## config.mk

```make
export PLATFORM = sky130hd
export DESIGN_NAME = div_arbiter_flat
export DESIGN_NICKNAME = d
export VERILOG_FILES = /design/src/rtl/div_arbiter_if.sv /design/src/rtl/div_arbiter.sv /design/src/flat_wrapper.sv
export SDC_FILE = /design/constraint.sdc
export NUM_CORES = 1
export LEC_CHECK = 0
export CAP_MARGIN = 10
export CORE_AREA = 3 3 180 182
export CTS_CLUSTER_DIAMETER = 50
export DETAILED_ROUTE_END_ITERATION = 6
export DIE_AREA = 0 0 183 185
export HOLD_SLACK_MARGIN = 0.05
export SLEW_MARGIN = 20
export SYNTH_ARGS = -nofsm -noshare
export SYNTH_HDL_FRONTEND = slang
export SYNTH_SLANG_ARGS = --single-unit
```

## constraint.sdc

```tcl
create_clock -name clk -period 5.5 [get_ports clk]
set_input_delay 1.1 -clock clk [delete_from_list [all_inputs] [get_ports clk]]
set_output_delay 1.1 -clock clk [all_outputs]
set_load 0.005 [all_outputs]
```

## src/rtl/div_arbiter_if.sv

```systemverilog
// Handshake and bus bundle between requesters, div_arbiter and the shared divider.
// The rsp_dz signal exists only when DIV_ARB_DZ_EN is defined.
interface div_arbiter_if #(
    parameter int NREQ = 4,
    parameter int IDW  = 2
);
    logic [NREQ-1:0]    req_valid;
    logic [NREQ-1:0]    req_ready;
    logic [NREQ*32-1:0] req_dividend;
    logic [NREQ*32-1:0] req_divisor;
    logic [NREQ-1:0]    req_sign;
    logic [31:0]        div_dividend;
    logic [31:0]        div_divider;
    logic               div_sign;
    logic               div_ready;
    logic [31:0]        div_quotient;
    logic [31:0]        div_remainder;
    logic               rsp_valid;
    logic               rsp_ready;
    logic [IDW-1:0]     rsp_id;
    logic [31:0]        rsp_quotient;
    logic [31:0]        rsp_remainder;
`ifdef DIV_ARB_DZ_EN
    logic               rsp_dz;
`endif

    modport slave (
        input  req_valid, req_dividend, req_divisor, req_sign,
        input  div_ready, div_quotient, div_remainder, rsp_ready,
        output req_ready, div_dividend, div_divider, div_sign,
        output rsp_valid, rsp_id, rsp_quotient, rsp_remainder
`ifdef DIV_ARB_DZ_EN
        , output rsp_dz
`endif
    );

    modport master (
        output req_valid, req_dividend, req_divisor, req_sign,
        output div_ready, div_quotient, div_remainder, rsp_ready,
        input  req_ready, div_dividend, div_divider, div_sign,
        input  rsp_valid, rsp_id, rsp_quotient, rsp_remainder
`ifdef DIV_ARB_DZ_EN
        , input rsp_dz
`endif
    );
endinterface

```

## src/rtl/div_arbiter.sv

```systemverilog
// Round-robin scheduler sharing one iterative divider among NREQ requesters, with a
// 2-entry tagged response FIFO. Define DIV_ARB_DZ_EN to add divide-by-zero reporting.
module div_arbiter #(
    parameter int NREQ = 4,
    parameter int IDW  = 2
) (
    input  logic          clk,
    input  logic          rst,
    div_arbiter_if.slave  bus
);

`ifdef DIV_ARB_DZ_EN
    localparam int EW = IDW + 65;
`else
    localparam int EW = IDW + 64;
`endif

    logic [31:0]    dividend_a [NREQ];
    logic [31:0]    divisor_a  [NREQ];
    logic [IDW-1:0] last_r;
    logic [IDW-1:0] inflight_id_r;
    logic           inflight_r;
    logic [1:0]     cnt_r;
    logic [EW-1:0]  head_r;
    logic [EW-1:0]  tail_r;
    logic [EW-1:0]  cmp_s;
    logic [IDW-1:0] cand_s;
    logic [IDW-1:0] gnt_s;
    logic           take_s;
    logic           found_s;
    logic           pop_s;
    logic           push_s;
    logic [2:0]     resv_s;
    logic           grant_s;

    for (genvar g = 0; g < NREQ; g++) begin : g_unpack
        assign dividend_a[g] = bus.req_dividend[g*32 +: 32];
        assign divisor_a[g]  = bus.req_divisor[g*32 +: 32];
    end

    // Round-robin search starting just after the most recently granted requester.
    always_comb begin
        found_s = 1'b0;
        gnt_s   = '0;
        cand_s  = '0;
        take_s  = 1'b0;
        for (int k = 1; k <= NREQ; k++) begin
            cand_s  = IDW'((int'(last_r) + k) % NREQ);
            take_s  = !found_s && bus.req_valid[cand_s];
            gnt_s   = take_s ? cand_s : gnt_s;
            found_s = found_s | take_s;
        end
    end

    // The in-flight result already owns a FIFO slot, so it counts against the credit.
    assign pop_s   = (cnt_r != 2'd0) && bus.rsp_ready;
    assign push_s  = bus.div_ready && inflight_r;
    assign resv_s  = {1'b0, cnt_r} + {2'b00, inflight_r} - {2'b00, pop_s};
    assign grant_s = !rst && bus.div_ready && found_s && (resv_s < 3'd2);

    assign bus.req_ready    = grant_s ? (NREQ'(1) << gnt_s) : '0;
    assign bus.div_dividend = grant_s ? dividend_a[gnt_s] : 32'd0;
    assign bus.div_divider  = grant_s ? divisor_a[gnt_s]  : 32'd0;
    assign bus.div_sign     = grant_s ? bus.req_sign[gnt_s] : 1'b0;

`ifdef DIV_ARB_DZ_EN
    logic        inflight_dz_r;
    logic [31:0] inflight_dvd_r;

    // Remember whether the launched operation divides by zero, and its dividend.
    always_ff @(posedge clk or posedge rst) begin
        if (rst) begin
            inflight_dz_r  <= 1'b0;
            inflight_dvd_r <= 32'd0;
        end else if (grant_s) begin
            inflight_dz_r  <= (divisor_a[gnt_s] == 32'd0);
            inflight_dvd_r <= dividend_a[gnt_s];
        end
    end

    assign cmp_s = {inflight_id_r, inflight_dz_r,
                    inflight_dz_r ? 32'hFFFF_FFFF : bus.div_quotient,
                    inflight_dz_r ? inflight_dvd_r : bus.div_remainder};
    assign bus.rsp_dz = head_r[64];
`else
    assign cmp_s = {inflight_id_r, bus.div_quotient, bus.div_remainder};
`endif

    assign bus.rsp_valid     = (cnt_r != 2'd0);
    assign bus.rsp_id        = head_r[EW-1 -: IDW];
    assign bus.rsp_quotient  = head_r[63:32];
    assign bus.rsp_remainder = head_r[31:0];

    // Launch bookkeeping: only a ready window can start or drop an operation.
    always_ff @(posedge clk or posedge rst) begin
        if (rst) begin
            inflight_r    <= 1'b0;
            inflight_id_r <= '0;
            last_r        <= IDW'(NREQ - 1);
        end else if (bus.div_ready) begin
            inflight_r <= grant_s;
            if (grant_s) begin
                inflight_id_r <= gnt_s;
                last_r        <= gnt_s;
            end
        end
    end

    // Two-slot FIFO whose head register drives the response outputs directly.
    always_ff @(posedge clk or posedge rst) begin
        if (rst) begin
            cnt_r  <= 2'd0;
            head_r <= '0;
            tail_r <= '0;
        end else begin
            case ({push_s, pop_s})
                2'b10: begin
                    if (cnt_r == 2'd0) head_r <= cmp_s;
                    else               tail_r <= cmp_s;
                    cnt_r <= cnt_r + 2'd1;
                end
                2'b01: begin
                    head_r <= tail_r;
                    cnt_r  <= cnt_r - 2'd1;
                end
                2'b11: begin
                    if (cnt_r == 2'd1) begin
                        head_r <= cmp_s;
                    end else begin
                        head_r <= tail_r;
                        tail_r <= cmp_s;
                    end
                end
                default: begin
                    cnt_r <= cnt_r;
                end
            endcase
        end
    end

endmodule

```

## src/flat_wrapper.sv

```systemverilog
// flat-port wrapper written by rule: the top's interface ports become plain ports
module div_arbiter_flat 
#(
    parameter int NREQ = 4,
    parameter int IDW  = 2
)
  (clk, rst, bus_req_valid, bus_req_dividend, bus_req_divisor, bus_req_sign, bus_div_ready, bus_div_quotient, bus_div_remainder, bus_rsp_ready, bus_req_ready, bus_div_dividend, bus_div_divider, bus_div_sign, bus_rsp_valid, bus_rsp_id, bus_rsp_quotient, bus_rsp_remainder);
  div_arbiter_if #(.NREQ(NREQ), .IDW(IDW)) bus_i ();
  input  logic clk;
  input  logic rst;
  input wire logic [$bits(bus_i.req_valid)-1:0] bus_req_valid;
  input wire logic [$bits(bus_i.req_dividend)-1:0] bus_req_dividend;
  input wire logic [$bits(bus_i.req_divisor)-1:0] bus_req_divisor;
  input wire logic [$bits(bus_i.req_sign)-1:0] bus_req_sign;
  input wire logic [$bits(bus_i.div_ready)-1:0] bus_div_ready;
  input wire logic [$bits(bus_i.div_quotient)-1:0] bus_div_quotient;
  input wire logic [$bits(bus_i.div_remainder)-1:0] bus_div_remainder;
  input wire logic [$bits(bus_i.rsp_ready)-1:0] bus_rsp_ready;
  output wire logic [$bits(bus_i.req_ready)-1:0] bus_req_ready;
  output wire logic [$bits(bus_i.div_dividend)-1:0] bus_div_dividend;
  output wire logic [$bits(bus_i.div_divider)-1:0] bus_div_divider;
  output wire logic [$bits(bus_i.div_sign)-1:0] bus_div_sign;
  output wire logic [$bits(bus_i.rsp_valid)-1:0] bus_rsp_valid;
  output wire logic [$bits(bus_i.rsp_id)-1:0] bus_rsp_id;
  output wire logic [$bits(bus_i.rsp_quotient)-1:0] bus_rsp_quotient;
  output wire logic [$bits(bus_i.rsp_remainder)-1:0] bus_rsp_remainder;
  assign bus_i.req_valid = bus_req_valid;
  assign bus_i.req_dividend = bus_req_dividend;
  assign bus_i.req_divisor = bus_req_divisor;
  assign bus_i.req_sign = bus_req_sign;
  assign bus_i.div_ready = bus_div_ready;
  assign bus_i.div_quotient = bus_div_quotient;
  assign bus_i.div_remainder = bus_div_remainder;
  assign bus_i.rsp_ready = bus_rsp_ready;
  assign bus_req_ready = bus_i.req_ready;
  assign bus_div_dividend = bus_i.div_dividend;
  assign bus_div_divider = bus_i.div_divider;
  assign bus_div_sign = bus_i.div_sign;
  assign bus_rsp_valid = bus_i.rsp_valid;
  assign bus_rsp_id = bus_i.rsp_id;
  assign bus_rsp_quotient = bus_i.rsp_quotient;
  assign bus_rsp_remainder = bus_i.rsp_remainder;
  div_arbiter #(.NREQ(NREQ), .IDW(IDW)) u_core (.clk(clk), .rst(rst), .bus(bus_i));
endmodule
```

==> impl_metrics.py, run 1 <==
metrics = {
    "power": {
        "p_seq_frac": 0.309,
        "intPower_mw": 3.77,
        "powerDensity_nw_per_um2": 424,
        "leakagePower_nw": 5.80,
        "pwr-share-comb": 0.491,
        "switchingPower_mw": 1.99,
        "switching_share": 0.345,
        "clkPwrFrac": 0.200,
        "ir_worst_vdd_mv": 0.256,
    },
    "yosys": {
        "syn_nets": 1066,
        "syn_area_um2": 7940,
        "synth_async_sr_flop_share": 1.00,
        "synth_ff_type": "dfrtp_1",
        "synth_compound_area_frac": 0.169,
        "synth_area_leaders": "dfrtp_1 43%, mux2i_1 17%, mux2_2 9.4%, a22oi_1 6.2%, o22ai_1 5.2%",
        "yosysSeqAreaShare": 0.438,
        "yosys.cell_count.top_type": "dfrtp_1",
        "yosysTopAreaCell": "dfrtp_1",
        "muxShareOfSynthArea": 0.259,
        "synth_top_family_by_area": "multiplexers",
        "synthAdderAreaFrac": 0.0120,
        "syn_inst": 727,
        "avgSynthCellArea_um2": 10.9,
        "ys.warnings.count": 0,
        "synth_top_area_share": 0.432,
        "synth.top_cells.by_count": "137 x dfrtp_1, 131 x mux2i_1, 81 x nand2_1",
        "synthDistinctLibCells": 40,
        "synth-edff-count": 0,
        "yosys.area_share.simple": 0.0509,
        "synth_xor_xnor_area_share": 0.00331,
        "ys_ff_latch": 139,
    },
    "sta": {
        "min_period_ps": 5360,
        "slew_violations": 0,
        "final-hold-violation-count": 0,
        "hold_slack_ps": 477,
        "fin_crit_sh": 0.974,
        "setup_ws_ps": 141,
        "setup_viol": 0,
        "relSlewSlack": 0.276,
        "max_freq_mhz": 187,
        "worst_pin_slew_ps": 1080,
        "skew_ps": 5.82,
    },
    "die": {
        "coreArea_um2": 30700,
        "initial_core_util": 0.258,
        "die-area_um2": 33900,
        "io_pins": 468,
        "fp-row-count": 64,
        "chipHeight_um": 185,
        "die_x_um": 183,
    },
    "critical_path": {
        "r2r-start": "u_core.cnt_r[1]$_DFFE_PP0P_",
        "crit_type": "input port to primary output",
        "crit_arrival_ps": 4260,
        "startpoint": "bus_rsp_ready",
        "required_ps": 4400,
        "worstPathMaxFanout": 40,
        "cp-end-kind": "primary output",
        "start_kind": "input port",
    },
    "drt": {
        "ant_nets": 0,
        "avgViaCountPerCell": 4.75,
        "num_vias": 7530,
        "route.met3.wl_mm": 2.93,
        "drt-met1-wl_mm": 14.5,
        "post_drt_wl_per_cell_um": 22.6,
        "drt_iter0_drc": 358,
        "drt_wl_total_mm": 35.9,
        "dr.max_layer_used": "met5",
        "drc": 0,
        "drt_pass1_iterations": 5,
        "met2_length_mm": 17.5,
    },
    "place": {
        "placedCellCount": 1553,
        "portBuffers": 467,
        "placed_area_um2": 12900,
        "dp_worst_setup_slack_ps": -10.7,
        "routabilityCongestion": 0.889,
        "hpwl_mm": 28.3,
    },
    "outcome": {
        "status": "complete, no violations",
    },
    "layout": {
        "drive_gt1_frac": 0.119,
        "stdcell_area_um2": 13600,
        "final_cells": 1585,
        "syn2layout_area_growth_pct": 70.8,
        "nets": 1515,
    },
    "global_routing": {
        "grt_pass1_wl_mm": 50.5,
        "grt_max_degree": 133,
        "track_usage": 0.200,
        "antenna_found_initial": 3,
        "grt_pass1_vias": 7635,
        "grt-ovfl-total": 0,
    },
    "clocking": {
        "clock_latency_ps": 410,
        "clk_path_buf_depth": 2,
        "numCtsBuffers": 17,
        "post_cts.repair.setup_buffers": 0,
        "cts.sinks": 139,
        "cts_tree": "yes",
        "htree_levels": 4,
        "root_buffer": "clkbuf_16",
        "clk_pin_slew_worst_paths_ps": 50,
    },
    "job": {
        "maxCapViolations": 0,
    },
    "min_path": {
        "worstHoldStart": "u_core.head_r[32]$_DFFE_PP0P_",
        "hp-class": "flop to flop",
    },
}
-- final timing paths --
check | end | slack (ps) | depth (start not counted)
max | bus_div_divider[20] | 140 | 13
min | u_core.head_r[32]$_DFFE_PP0P_ | 480 | 2
max reg2reg | u_core.tail_r[7]$_DFFE_PP0P_ | 2460 | 10
min reg2reg | u_core.head_r[32]$_DFFE_PP0P_ | 480 | 2
max in group asynchronous | u_core.tail_r[63]$_DFFE_PP0P_ | 3270 | 3
min in group asynchronous | u_core.head_r[58]$_DFFE_PP0P_ | 1250 | 2
-- final cells by class --
cell class	instances	area, µm²
antenna	1	2.50
clock buffer	19	453
clock inverter	12	139
timing repair buffer	495	4980
inverter	8	35.0
tap	396	495
fill	2950	17200
multi-input combinational	515	3980
sequential	139	3480
-- critical path, cell delays in order --
cell,delay [ps]
clkdlybuf4s50_1,450
nand2_1,90
inv_1,90
ha_1,220
nand2b_1,160
fa_1,410
xor2_1,160
nor3_2,200
and2_4,220
nand2_4,90
buf_12,180
o22ai_1,230
clkdlybuf4s50_1,620
-- cell usage in the layout (no fill, tap or decap), drive strengths merged --
| cell | synthesis | routed |
|---|---|---|
| dfrtp | 137 | 137 |
| nor3 | 1 | 1 |
| and2 | 1 | 1 |
| nor2 | 5 | 5 |
| inv | 8 | 11 |
| and3 | 1 | 1 |
| a21oi | 4 | 4 |
| dlymetal6s2s | 0 | 9 |
| nand2 | 82 | 82 |
| o21ai | 68 | 68 |
| or2b | 1 | 1 |
| clkbuf | 19 | 19 |
| buf | 42 | 28 |
| bufinv | 0 | 2 |
| o32a | 1 | 1 |
| xnor2 | 2 | 2 |
| and2b | 1 | 1 |
| clkdlybuf4s50 | 0 | 456 |
| dfstp | 2 | 2 |
| mux2i | 131 | 131 |
| or4 | 1 | 1 |
| ha | 6 | 6 |
| fa | 1 | 1 |
| o32ai | 1 | 1 |
| xor2 | 1 | 1 |
| o21bai | 1 | 1 |
| o211a | 1 | 1 |
| dlygate4sd2 | 0 | 2 |
| clkinv | 0 | 3 |
| a21boi | 1 | 1 |
| mux2 | 66 | 66 |
| diode | 0 | 1 |
| o22ai | 66 | 66 |
| a22oi | 66 | 66 |
| and3b | 1 | 1 |
| nand2b | 3 | 3 |
| clkinvlp | 0 | 4 |
| o21a | 2 | 2 |
-- power groups by stage --
stage / Sequential, mW / Clock, mW / Combinational (mW)
floorplan: 1.75 / 0 / 1.60
global placement: 1.78 / 0 / 2.85
detailed placement: 1.79 / 0 / 2.85
CTS: 1.78 / 1.18 / 2.86
global route: 1.84 / 1.22 / 3.07
finish: 1.78 / 1.15 / 2.83
-- per-stage QoR --
step / util / power [mW] / setup TNS (ps)
floorplan: - / 3.36 / 0
global placement: 0.420 / 4.62 / -199
detailed placement: 0.420 / 4.65 / -15.1
CTS: 0.440 / 5.82 / 0
global route: 0.441 / 6.14 / -1.98
finish: 0.441 / 5.76 / 0
-- sequential cells by signal, indices dropped and copies added, names as in the netlist --
register	flops
u_core.tail_r	66
u_core.inflight_r	1
u_core.last_r	2
u_core.head_r	66
u_core.cnt_r	2
u_core.inflight_id_r	2
-- per-layer routing --
metal / vias up / global-route usage
met5: - / 0
met4: 4 / 0.0655
met3: 35 / 0.0621
met2: 290 / 0.331
met1: 3603 / 0.249
li1: 3598 / -
-- cells by family (layout without fill, tap and decap cells) --
family,count (synthesis),in the layout
simple gates,97,97
other cells,0,1
flops,139,139
buf+inv,73,534
fa+ha+maj,7,7
mux,197,197
xor+xnor,3,3
compound gates,211,211
-- what timing repair did --
| item | in CTS | in global routing |
|---|---|---|
| hold buffers | 0 | 0 |
| setup endpoints to repair | 2 | 21 |
| gates resized for setup | 2 | 13 |
No activity file was read; power rests on OpenSTA's default activity.
==> inputs of run 2 (changes only) <==
Settings changed: CAP_MARGIN 10 to 5.
==> results of run 2 <==
No change in the layout: final DEF, timing and power equal those of run 1.
